`src/rtl/muldiv_sequencer.sv`:
```
`default_nettype none
// ============================================================================
//  Module      : muldiv_sequencer
//  Description : Iterative MIPS-style HI/LO multiply/divide unit. One
//                shift-add (mult) or restoring shift-subtract (div) step per
//                cycle on operand magnitudes, then a single sign-fixup cycle.
//                The divider datapath and DIV/DIVU sequencing are present only
//                when the macro MULDIV_DIV_EN is defined.
//  Revision    : 1.0 - initial release
// ============================================================================
module muldiv_sequencer #(
    parameter int DATA_BUS_WIDTH = 32
) (
    input  logic                      i_clk,
    input  logic                      i_reset,
    input  logic                      i_start,
    input  logic [1:0]                i_op,
    input  logic [DATA_BUS_WIDTH-1:0] i_a,
    input  logic [DATA_BUS_WIDTH-1:0] i_b,
    input  logic                      i_flush,
    output logic                      o_busy,
    output logic                      o_done,
    output logic [DATA_BUS_WIDTH-1:0] o_hi,
    output logic [DATA_BUS_WIDTH-1:0] o_lo
);

    localparam int W        = DATA_BUS_WIDTH;
    localparam int DIV_ITER = DATA_BUS_WIDTH;

    localparam logic [5:0] c_LAST_ITER = 6'(DIV_ITER - 1);

    localparam logic [1:0] c_IDLE = 2'd0;
    localparam logic [1:0] c_CALC = 2'd1;
    localparam logic [1:0] c_SIGN = 2'd2;
    localparam logic [1:0] c_DONE = 2'd3;

    logic [1:0]     state_q, state_d;
    logic [5:0]     cnt_q,   cnt_d;
    logic           neg_q,   neg_d;    // negate product / quotient in SIGN
    logic [W-1:0]   opnd_q,  opnd_d;   // |a| addend (mult) or |b| divisor (div)
    logic [2*W-1:0] acc_q,   acc_d;    // {hi, lo} working register
    logic [W-1:0]   hi_q,    hi_d;
    logic [W-1:0]   lo_q,    lo_d;
    logic           busy_q,  busy_d;
    logic           done_q,  done_d;
`ifdef MULDIV_DIV_EN
    logic           div_q,   div_d;    // current op is a divide
    logic           rneg_q,  rneg_d;   // remainder takes dividend sign
    logic           divz_q,  divz_d;   // divisor was zero
    logic [W-1:0]   a_q,     a_d;      // raw dividend for divide-by-zero result
`endif

    logic           w_signed;
    logic           w_neg_start;
    logic [W-1:0]   w_mag_a;
    logic [W-1:0]   w_mag_b;
    logic [W:0]     w_sum;
    logic [W:0]     w_add;
    logic [2*W-1:0] w_prod;
`ifdef MULDIV_DIV_EN
    logic [W:0]     w_trial;
    logic [W:0]     w_diff;
    logic [W-1:0]   w_quo;
    logic [W-1:0]   w_rem;
`endif

    // Operand magnitudes and datapath arithmetic shared by the FSM
    assign w_signed    = ~i_op[0];
    assign w_neg_start = w_signed & (i_a[W-1] ^ i_b[W-1]);
    assign w_mag_a     = (w_signed && i_a[W-1]) ? -i_a : i_a;
    assign w_mag_b     = (w_signed && i_b[W-1]) ? -i_b : i_b;
    assign w_sum       = {1'b0, acc_q[2*W-1:W]} + {1'b0, opnd_q};
    assign w_add       = acc_q[0] ? w_sum : {1'b0, acc_q[2*W-1:W]};
    assign w_prod      = neg_q ? -acc_q : acc_q;
`ifdef MULDIV_DIV_EN
    // Restoring step: shift {rem, quo} left one and trial-subtract the divisor
    assign w_trial     = acc_q[2*W-1:W-1];
    assign w_diff      = w_trial - {1'b0, opnd_q};
    assign w_quo       = neg_q  ? -acc_q[W-1:0]     : acc_q[W-1:0];
    assign w_rem       = rneg_q ? -acc_q[2*W-1:W]   : acc_q[2*W-1:W];
`endif

    // Next-state and datapath sequencing; flush overrides everything but reset
    always_comb begin
        state_d = state_q;
        cnt_d   = cnt_q;
        neg_d   = neg_q;
        opnd_d  = opnd_q;
        acc_d   = acc_q;
        hi_d    = hi_q;
        lo_d    = lo_q;
        busy_d  = 1'b0;
        done_d  = 1'b0;
`ifdef MULDIV_DIV_EN
        div_d   = div_q;
        rneg_d  = rneg_q;
        divz_d  = divz_q;
        a_d     = a_q;
`endif
        case (state_q)
            c_IDLE: begin
                if (i_start) begin
                    state_d = c_CALC;
                    busy_d  = 1'b1;
                    cnt_d   = 6'd0;
                    neg_d   = w_neg_start;
                    opnd_d  = w_mag_a;
                    acc_d   = {{W{1'b0}}, w_mag_b};
`ifdef MULDIV_DIV_EN
                    div_d   = i_op[1];
                    rneg_d  = w_signed & i_a[W-1];
                    divz_d  = (i_b == '0);
                    a_d     = i_a;
                    if (i_op[1]) begin
                        opnd_d = w_mag_b;
                        acc_d  = {{W{1'b0}}, w_mag_a};
                    end
`else
                    // Divide not built: acknowledge immediately, results untouched
                    if (i_op[1]) begin
                        state_d = c_DONE;
                        busy_d  = 1'b0;
                        done_d  = 1'b1;
                    end
`endif
                end
            end
            c_CALC: begin
                busy_d = 1'b1;
                cnt_d  = cnt_q + 6'd1;
                acc_d  = {w_add, acc_q[W-1:1]};
`ifdef MULDIV_DIV_EN
                if (div_q) begin
                    acc_d = w_diff[W] ? {w_trial[W-1:0], acc_q[W-2:0], 1'b0}
                                      : {w_diff[W-1:0],  acc_q[W-2:0], 1'b1};
                end
`endif
                if (cnt_q == c_LAST_ITER) begin
                    state_d = c_SIGN;
                    cnt_d   = 6'd0;
                end
            end
            c_SIGN: begin
                state_d = c_DONE;
                done_d  = 1'b1;
                hi_d    = w_prod[2*W-1:W];
                lo_d    = w_prod[W-1:0];
`ifdef MULDIV_DIV_EN
                if (div_q) begin
                    if (divz_q) begin
                        hi_d = a_q;
                        lo_d = '1;
                    end else begin
                        hi_d = w_rem;
                        lo_d = w_quo;
                    end
                end
`endif
            end
            c_DONE: begin
                state_d = c_IDLE;
            end
            default: begin
                state_d = c_IDLE;
            end
        endcase

        if (i_flush) begin
            state_d = c_IDLE;
            cnt_d   = 6'd0;
            busy_d  = 1'b0;
            done_d  = 1'b0;
            hi_d    = hi_q;
            lo_d    = lo_q;
        end
    end

    // State and datapath registers with synchronous reset
    always_ff @(posedge i_clk) begin
        if (i_reset) begin
            state_q <= c_IDLE;
            cnt_q   <= 6'd0;
            neg_q   <= 1'b0;
            opnd_q  <= '0;
            acc_q   <= '0;
            hi_q    <= '0;
            lo_q    <= '0;
            busy_q  <= 1'b0;
            done_q  <= 1'b0;
`ifdef MULDIV_DIV_EN
            div_q   <= 1'b0;
            rneg_q  <= 1'b0;
            divz_q  <= 1'b0;
            a_q     <= '0;
`endif
        end else begin
            state_q <= state_d;
            cnt_q   <= cnt_d;
            neg_q   <= neg_d;
            opnd_q  <= opnd_d;
            acc_q   <= acc_d;
            hi_q    <= hi_d;
            lo_q    <= lo_d;
            busy_q  <= busy_d;
            done_q  <= done_d;
`ifdef MULDIV_DIV_EN
            div_q   <= div_d;
            rneg_q  <= rneg_d;
            divz_q  <= divz_d;
            a_q     <= a_d;
`endif
        end
    end

    assign o_busy = busy_q;
    assign o_done = done_q;
    assign o_hi   = hi_q;
    assign o_lo   = lo_q;

endmodule
`default_nettype wire

```
`config.mk`:
```
export PLATFORM = sky130hd
export DESIGN_NAME = muldiv_sequencer
export DESIGN_NICKNAME = d
export VERILOG_FILES = /design/src/rtl/muldiv_sequencer.sv
export SDC_FILE = /design/constraint.sdc
export NUM_CORES = 1
export LEC_CHECK = 0
export ABC_AREA = 1
export CAP_MARGIN = 25
export CORE_MARGIN = 2
export CORE_UTILIZATION = 59
export DETAILED_ROUTE_END_ITERATION = 16
export PLACE_DENSITY = 0.92
export SYNTH_ARGS = -nofsm -noshare
export SYNTH_HDL_FRONTEND = slang
export SYNTH_SLANG_ARGS = --single-unit
```
`constraint.sdc`:
```
create_clock -name i_clk -period 2.8 [get_ports i_clk]
set_input_delay 0.56 -clock i_clk [delete_from_list [all_inputs] [get_ports i_clk]]
set_output_delay 0.56 -clock i_clk [all_outputs]
set_load 0.02 [all_outputs]
```
==> reports/metrics.cfg, run 1 <==
[outcome]
status=completed

[power]
power_w=0.007146
power_frac_seq_pct=38.7
peakVddDrop_v=0.0003491
p_sw_w=0.002680
swShare_pct=37.51
p_leak_nw=7.411
pwr-share-clk_pct=32.9
pwr_density_cell_nw_per_um2=462.2
cell_internal_pwr_w=0.004465
power_frac_comb_pct=28.4

[die]
dieArea_um2=23810
io_pins=136
rows=54
die_h_um=154.3
coreArea_um2=22030
start_util_pct=60.51
fp.dieW_um=154.3

[grt]
grt_pass1_vias=13807
grt_remaining_overflow=0
grt_max_degree=109
gr-usage-all-layers_pct=36.79
grt_pass1_wl_mm=70.56
antenna_found_initial=0

[cts]
cts_tree=built
ctsResizeCount=0
cts.sinks=171
numCtsBuffers=17
root_buffer=clkbuf_16
cts_hold_buf=0
clock_path_buffers=2
path_clk_slew_ps=80
clkLatencyLatePin_ps=450
htreeDepth=4
cts_setup_buffers=0

[logic_synthesis]
ys_seq_area_share_pct=25.69
synth_ff_type=dfxtp_1
synth_top_area_share_pct=25.69
yosysUniqueCellTypes=46
syn_area_um2=13330
syn_nets=2395
synth_cells=2285
synthTopCellsByCount=588 x nand2_1, 331 x nor2_1, 317 x inv_1, 194 x a21oi_1, 171 x dfxtp_1
ys_top_cells_by_area=dfxtp_1 26%, nand2_1 17%, nor2_1 9.3%
yosys.area.top_type=dfxtp_1
ys_warn_count=0
yosys.cell_count.top_type=nand2_1
async_flop_share_pct=0
synth_edf_count=0
syn_avg_cell_area_um2=5.833
ys_ff_latch=171

[timing]
slew_headroom_pct=54.21
worst_pin_slew_ps=680.6
setup_viol=0
rsz0062_at_grt=false
fin_skew_ps=14.81
final.setup.tns_ps=0
max_freq_ghz=0.4041
period_needed_ps=2474
drv_slew=0
fin_crit_sh_pct=88.37
hold_viol=0

[drt]
wire_per_inst_um=16.49
ant_nets=0
via_per_inst=5.696
dr.pass1.iters=6
drtIter0Drc=1598
wl_mm=44.03
remaining_drc_errors=0
num_vias=15208

[final_layout]
post-route-util_pct=70.19
multiInputGateArea_um2=8335
fin_cells=2670
diodes=0
regArea_um2=3425
syn_to_final_growth_pct=16.00
drive_above_1_share_pct=4.603
nets=2487
fillers=1995

[critical_path]
crit_fanout=5
cp_data_arrival_time_ps=2860
path_class=reg -> reg
start_kind=flip-flop
cp-end-kind=flip-flop
worstPathRequired_ps=3180

[worst_hold_path]
min_path_type=reg -> reg

[placed_design]
gp_congestion=0.9983
dp_hpwl_mm=34.65
dp.cells=2638
io_buffers=135

[run]
max-cap-violations=0

layer usage:
layer / part of all wire [%] / vias up / GRT usage [%]
met5: 0 / - / 0
met4: 4.6 / 0 / 16.45
met3: 8.5 / 139 / 6.248
met2: 46 / 675 / 62.08
met1: 41 / 6889 / 46.31
li1: - / 7505 / -
logic make-up (layout without fill, tap and decap cells):
kind of cell	count (synthesis)	count (layout)	synth area share, %
AO/OA/AOI/OAI	408	408	16.57
flip-flops	171	171	25.69
buffers and inverters	408	513	11.83
AND/OR/NAND/NOR	1198	1198	38.16
XOR/XNOR	60	60	3.943
adder cells (fa/ha/maj)	40	40	3.812
critical path: stages (launching register included):
cell and delay [ps]:
dfxtp_1 420, inv_1 240, fa_1 480, inv_1 160, nand3_1 90, nand3_1 200, nand3_1 100, nand3_1 190
nand2_1 120, nand2_1 110, nand2_1 50, nand2_1 50, nand3_1 60, a21oi_1 130
per-stage QoR:
step                      hold WS, ps  setup slack (ps)  area, um^2
after floorplan                 456.6             557.3       13330
after global placement          472.4             325.9       14880
after detailed placement        484.8             282.9       14880
after CTS                       499.9             362.7       15460
after global routing            537.7             45.46       15460
final                           494.8             325.5       15460
layout by cell type (no fill, tap or decap), types with 17 or more instances in the layout:
cell / instances
nand2_1: 588
nor2_1: 330
inv_1: 316
a21oi_1: 194
dfxtp_1: 170
nand3_1: 166
o21ai_0: 139
clkdlybuf4s50_1: 134
xor2_1: 56
ha_1: 39
nand4_1: 35
o211ai_1: 27
nor3_1: 19
clkbuf_16: 17
worst paths after layout:
check,from,end,slack [ps],cells past startpoint
worst min-delay path,cnt_q[1]$_SDFFE_PP0P_,cnt_q[1]$_SDFFE_PP0P_,490,2
worst min register to register,cnt_q[1]$_SDFFE_PP0P_,cnt_q[1]$_SDFFE_PP0P_,490,2
worst max register to register,acc_q[33]$_SDFFE_PP0P_,acc_q[63]$_SDFFE_PP0P_,330,13
worst max-delay path,acc_q[33]$_SDFFE_PP0P_,acc_q[63]$_SDFFE_PP0P_,330,13
sequential cells by signal (all words and copies together), names as in the netlist:
register,flops
acc_q,64
o_hi,32
o_lo,32
opnd_q,32
cnt_q,6
state_q,2
neg_q,1
o_busy,1
o_done,1
final cells by class:
cell class	instances	share of cell area [%]
Multi-Input combinational cell	1706	53.92
Sequential cell	171	22.15
Timing Repair Buffer	152	9.938
Inverter	329	7.996
Clock buffer	17	2.752
Tap cell	280	2.266
Clock inverter	15	0.9793
power by group through the flow:
stage | Sequential (W) | Combinational (W) | Clock [W]
floorplan | 0.00280 | 0.00132 | 0
global placement | 0.00281 | 0.00194 | 0
detailed placement | 0.00281 | 0.00197 | 0
CTS | 0.00276 | 0.00199 | 0.00235
global route | 0.00278 | 0.00223 | 0.00244
finish | 0.00277 | 0.00203 | 0.00235
No activity file was read; power rests on OpenSTA's default activity.
==> run 2, diff against run 1 <==
--- a/config.mk
+++ b/config.mk
@@ -5,12 +5,12 @@
 export SDC_FILE = /design/constraint.sdc
 export NUM_CORES = 1
 export LEC_CHECK = 0
-export ABC_AREA = 1
 export CAP_MARGIN = 25
 export CORE_MARGIN = 2
-export CORE_UTILIZATION = 59
+export CORE_UTILIZATION = 57
 export DETAILED_ROUTE_END_ITERATION = 16
 export PLACE_DENSITY = 0.92
 export SYNTH_ARGS = -nofsm -noshare
 export SYNTH_HDL_FRONTEND = slang
 export SYNTH_SLANG_ARGS = --single-unit
+export TNS_END_PERCENT = 20
==> reports/metrics.cfg, run 2 <==
[timing]
worst_pin_slew_ps=784.3  ; was 680.6 ps
rsz0062_at_grt=true  ; was false
slew_headroom_pct=47.23  ; was 54.21%
setup_viol=7  ; was 0
fin_crit_sh_pct=103.7  ; was 88.37%
fin_skew_ps=9.826  ; was 14.81 ps
period_needed_ps=2903  ; was 2474 ps
layout_setup_ws_ps=-102.5  ; was 325.5 ps
hold_viol=0  ; unchanged
max_freq_ghz=0.3445  ; was 0.4041 GHz
drv_slew=0  ; unchanged

[cts]
cts_tree=built  ; unchanged
clkLatencyLatePin_ps=440  ; was 450 ps
cts_hold_buf=0  ; unchanged
htreeDepth=4  ; unchanged
path_clk_slew_ps=70  ; was 80 ps
numCtsBuffers=17  ; unchanged
cts.sinks=171  ; unchanged
clock_path_buffers=2  ; unchanged
root_buffer=clkbuf_16  ; unchanged

[logic_synthesis]
async_flop_share_pct=0  ; unchanged
ys_warn_count=0  ; unchanged
syn_area_um2=10740  ; was 13330 um^2
syn_nets=1473  ; was 2395
ys_seq_area_share_pct=31.87  ; was 25.69%
synth_cells=1363  ; was 2285
yosys.cell_count.top_type=nor2_1  ; was nand2_1
yosysUniqueCellTypes=69  ; was 46
ys_top_cells_by_area=dfxtp_1 32%, xor2_1 6.8%, nor2_1 6.3%  ; was dfxtp_1 26%, nand2_1 17%, nor2_1 9.3%
ys_ff_latch=171  ; unchanged
syn_avg_cell_area_um2=7.882  ; was 5.833 um^2
synth_edf_count=0  ; unchanged
yosys.area.top_type=dfxtp_1  ; unchanged
synth_ff_type=dfxtp_1  ; unchanged
synthTopCellsByCount=179 x nor2_1, 171 x dfxtp_1, 143 x nand2_1, 110 x a21oi_1  ; was 588 x nand2_1, 331 x nor2_1, 317 x inv_1, 194 x a21oi_1, 171 x dfxtp_1
synth_top_area_share_pct=31.87  ; was 25.69%

[drt]
via_per_inst=6.449  ; was 5.696
wl_mm=35.02  ; was 44.03 mm
ant_nets=0  ; unchanged
remaining_drc_errors=0  ; unchanged
wire_per_inst_um=19.14  ; was 16.49 um
drtIter0Drc=1638  ; was 1598
dr.pass1.iters=8  ; was 6
num_vias=11796  ; was 15.21k

[final_layout]
largest_register_ff_count=64  ; unchanged
final_cell_mix=179 x nor2_1, 162 x dfxtp_1, 146 x buf_4  ; was 588 x nand2_1, 330 x nor2_1, 316 x inv_1
syn_to_final_growth_pct=31.23  ; was 16.00%
fillers=1177  ; was 1995
top_register=acc_q  ; unchanged
post-route-util_pct=75.87  ; was 70.19%
diodes=0  ; unchanged
nets=1693  ; was 2487
final_common_cell=nor2_1  ; was nand2_1
drive_above_1_share_pct=16.55  ; was 4.603%

[die]
start_util_pct=57.82  ; was 60.51%
io_pins=136  ; unchanged
rows=50  ; was 54
dieArea_um2=19960  ; was 23810 um^2
fp.dieW_um=141.3  ; was 154.3 um
die_h_um=141.3  ; was 154.3 um
coreArea_um2=18580  ; was 22030 um^2

[critical_path]
r2r-end=o_hi[30]$_SDFFE_PP0P_  ; was acc_q[63]$_SDFFE_PP0P_
cp_data_arrival_time_ps=3260  ; was 2860 ps
cp_common_cell=or4_4  ; was nand3_1
start_kind=flip-flop  ; unchanged
path_buf_inv=1  ; was 2
slowest_stage=or4_4  ; was fa_1
cp-end-kind=flip-flop  ; unchanged
cp_top_family=simple AND/OR/NAND/NOR gates  ; unchanged
worstPathRequired_ps=3160  ; was 3180 ps
path_class=reg -> reg  ; unchanged
crit_path_end=o_hi[30]$_SDFFE_PP0P_  ; was acc_q[63]$_SDFFE_PP0P_
cpPeakStageDelay_ps=570  ; was 480 ps
reg2reg_slack_ps=-100  ; was 330 ps
r2r_cells=9  ; was 13
r2r-start=acc_q[13]$_SDFFE_PP0P_  ; was acc_q[33]$_SDFFE_PP0P_
path_depth=9  ; was 13
crit_start=acc_q[13]$_SDFFE_PP0P_  ; was acc_q[33]$_SDFFE_PP0P_
crit_fanout=4  ; was 5
crit_chain=or4_4 -> or4_4 -> nor4_4 -> buf_4 -> nand4_4 -> o41ai_4 -> and3_1 -> o21ai_1 -> a21oi_1  ; was inv_1 -> fa_1 -> inv_1 -> nand3_1 -> nand3_1 -> nand3_1 -> nand3_1 -> nand2_1 -> nand2_1 -> nand2_1 -> nand2_1 -> nand3_1 -> a21oi_1

[placed_design]
io_buffers=135  ; unchanged
pre_cts_ws_ps=-344.4  ; was 282.9 ps
gp_congestion=0.9450  ; was 0.9983
dp_hpwl_mm=23.35  ; was 34.65 mm

[grt]
grt_pass1_vias=10903  ; was 13.81k
gr-usage-all-layers_pct=32.86  ; was 36.79%
grt_max_degree=115  ; was 109
grt_pass1_wl_mm=53.62  ; was 70.56 mm
antenna_found_initial=0  ; unchanged
grt_remaining_overflow=0  ; unchanged

[outcome]
status=finished, violations left  ; was completed
violations=negative setup slack

[power]
peakVddDrop_v=0.0004812  ; was 0.0003491 V
pwr_density_cell_nw_per_um2=483.7  ; was 462.2 nW/um^2
p_leak_nw=5.410  ; was 7.411 nW

[worst_hold_path]
min_path_type=reg -> reg  ; unchanged

[run]
max-cap-violations=0  ; unchanged

[run 2: where the power goes]
group          internal (W)  switching (W)
registers           0.00258       0.000143
clock network       0.00135        0.00107
logic              0.000722       0.000952
total               0.00466        0.00216
[run 2: layout make-up]
cell class,instances,area [um^2],share of cell area [%]
Clock buffer,18,439.2,3.115
Clock inverter,13,155.1,1.101
Inverter,19,71.32,0.5059
Multi-Input combinational cell,1089,7184,50.96
Sequential cell,171,3435,24.36
Tap cell,234,292.8,2.077
Timing Repair Buffer,285,2520,17.88
[run 2: through the flow]
step,hold slack [ps],cell area [um^2],std cells,setup TNS (ps),power (W)
floorplan,436.2,10740,1363,0,0.003681
global placement,436.2,13180,1793,-2778,0.004248
CTS,457.6,13820,1825,-63.09,0.006708
global route,474.8,14100,1829,-1332,0.007036
finish,458.0,14100,1829,-318.1,0.006819
detailed placement,450.2,13180,1793,-5016,0.004305
[run 2: kinds of logic (layout without fill, tap and decap cells)]
group | count (synthesis) | in the layout | share of synthesized area [%]
flops | 171 | 171 | 31.87
fa+ha+maj | 40 | 40 | 4.729
mux | 14 | 14 | 1.339
simple gates | 476 | 476 | 20.92
buf+inv | 103 | 335 | 3.902
xor+xnor | 144 | 144 | 11.74
compound gates | 415 | 415 | 25.51
[run 2: what timing repair did]
| item | 4_1_cts | 5_1_grt |
|---|---|---|
| setup buffers | 1 | 4 |
| endpoints found under the setup margin | 10 | 44 |
| resized for setup | 8 | 58 |
| pin swaps | 5 | 29 |
[run 2: worst min path at each step]
stage	startpoint	to	slack (ps)	cells past startpoint
after floorplan	opnd_q[25]$_SDFFE_PP0P_	opnd_q[25]$_SDFFE_PP0P_	440	2
after global placement	o_hi[28]$_SDFFE_PP0P_	o_hi[28]$_SDFFE_PP0P_	440	2
after detailed placement	o_hi[18]$_SDFFE_PP0P_	o_hi[18]$_SDFFE_PP0P_	450	2
after CTS	o_hi[29]$_SDFFE_PP0P_	o_hi[29]$_SDFFE_PP0P_	460	2
after global routing	o_hi[18]$_SDFFE_PP0P_	o_hi[18]$_SDFFE_PP0P_	470	2
final	o_hi[18]$_SDFFE_PP0P_	o_hi[18]$_SDFFE_PP0P_	460	2
[run 2: metal layers]
metal  up-vias  global-route usage (%)  wire length (um)
li1       5380                       -                 -
met1      5376                   43.19             13460
met2       848                   52.40             15790
met3       192                   7.155              4207
met4         0                   13.95              1554
met5         -                       0                 0
[run 2: worst min-delay path: cells and delay by family, from the launching register on]
kind / cells / cell delay (ps)
DFF: 1 / 310
AOI/OAI and AO/OA: 1 / 50
and+or+nand+nor: 1 / 50
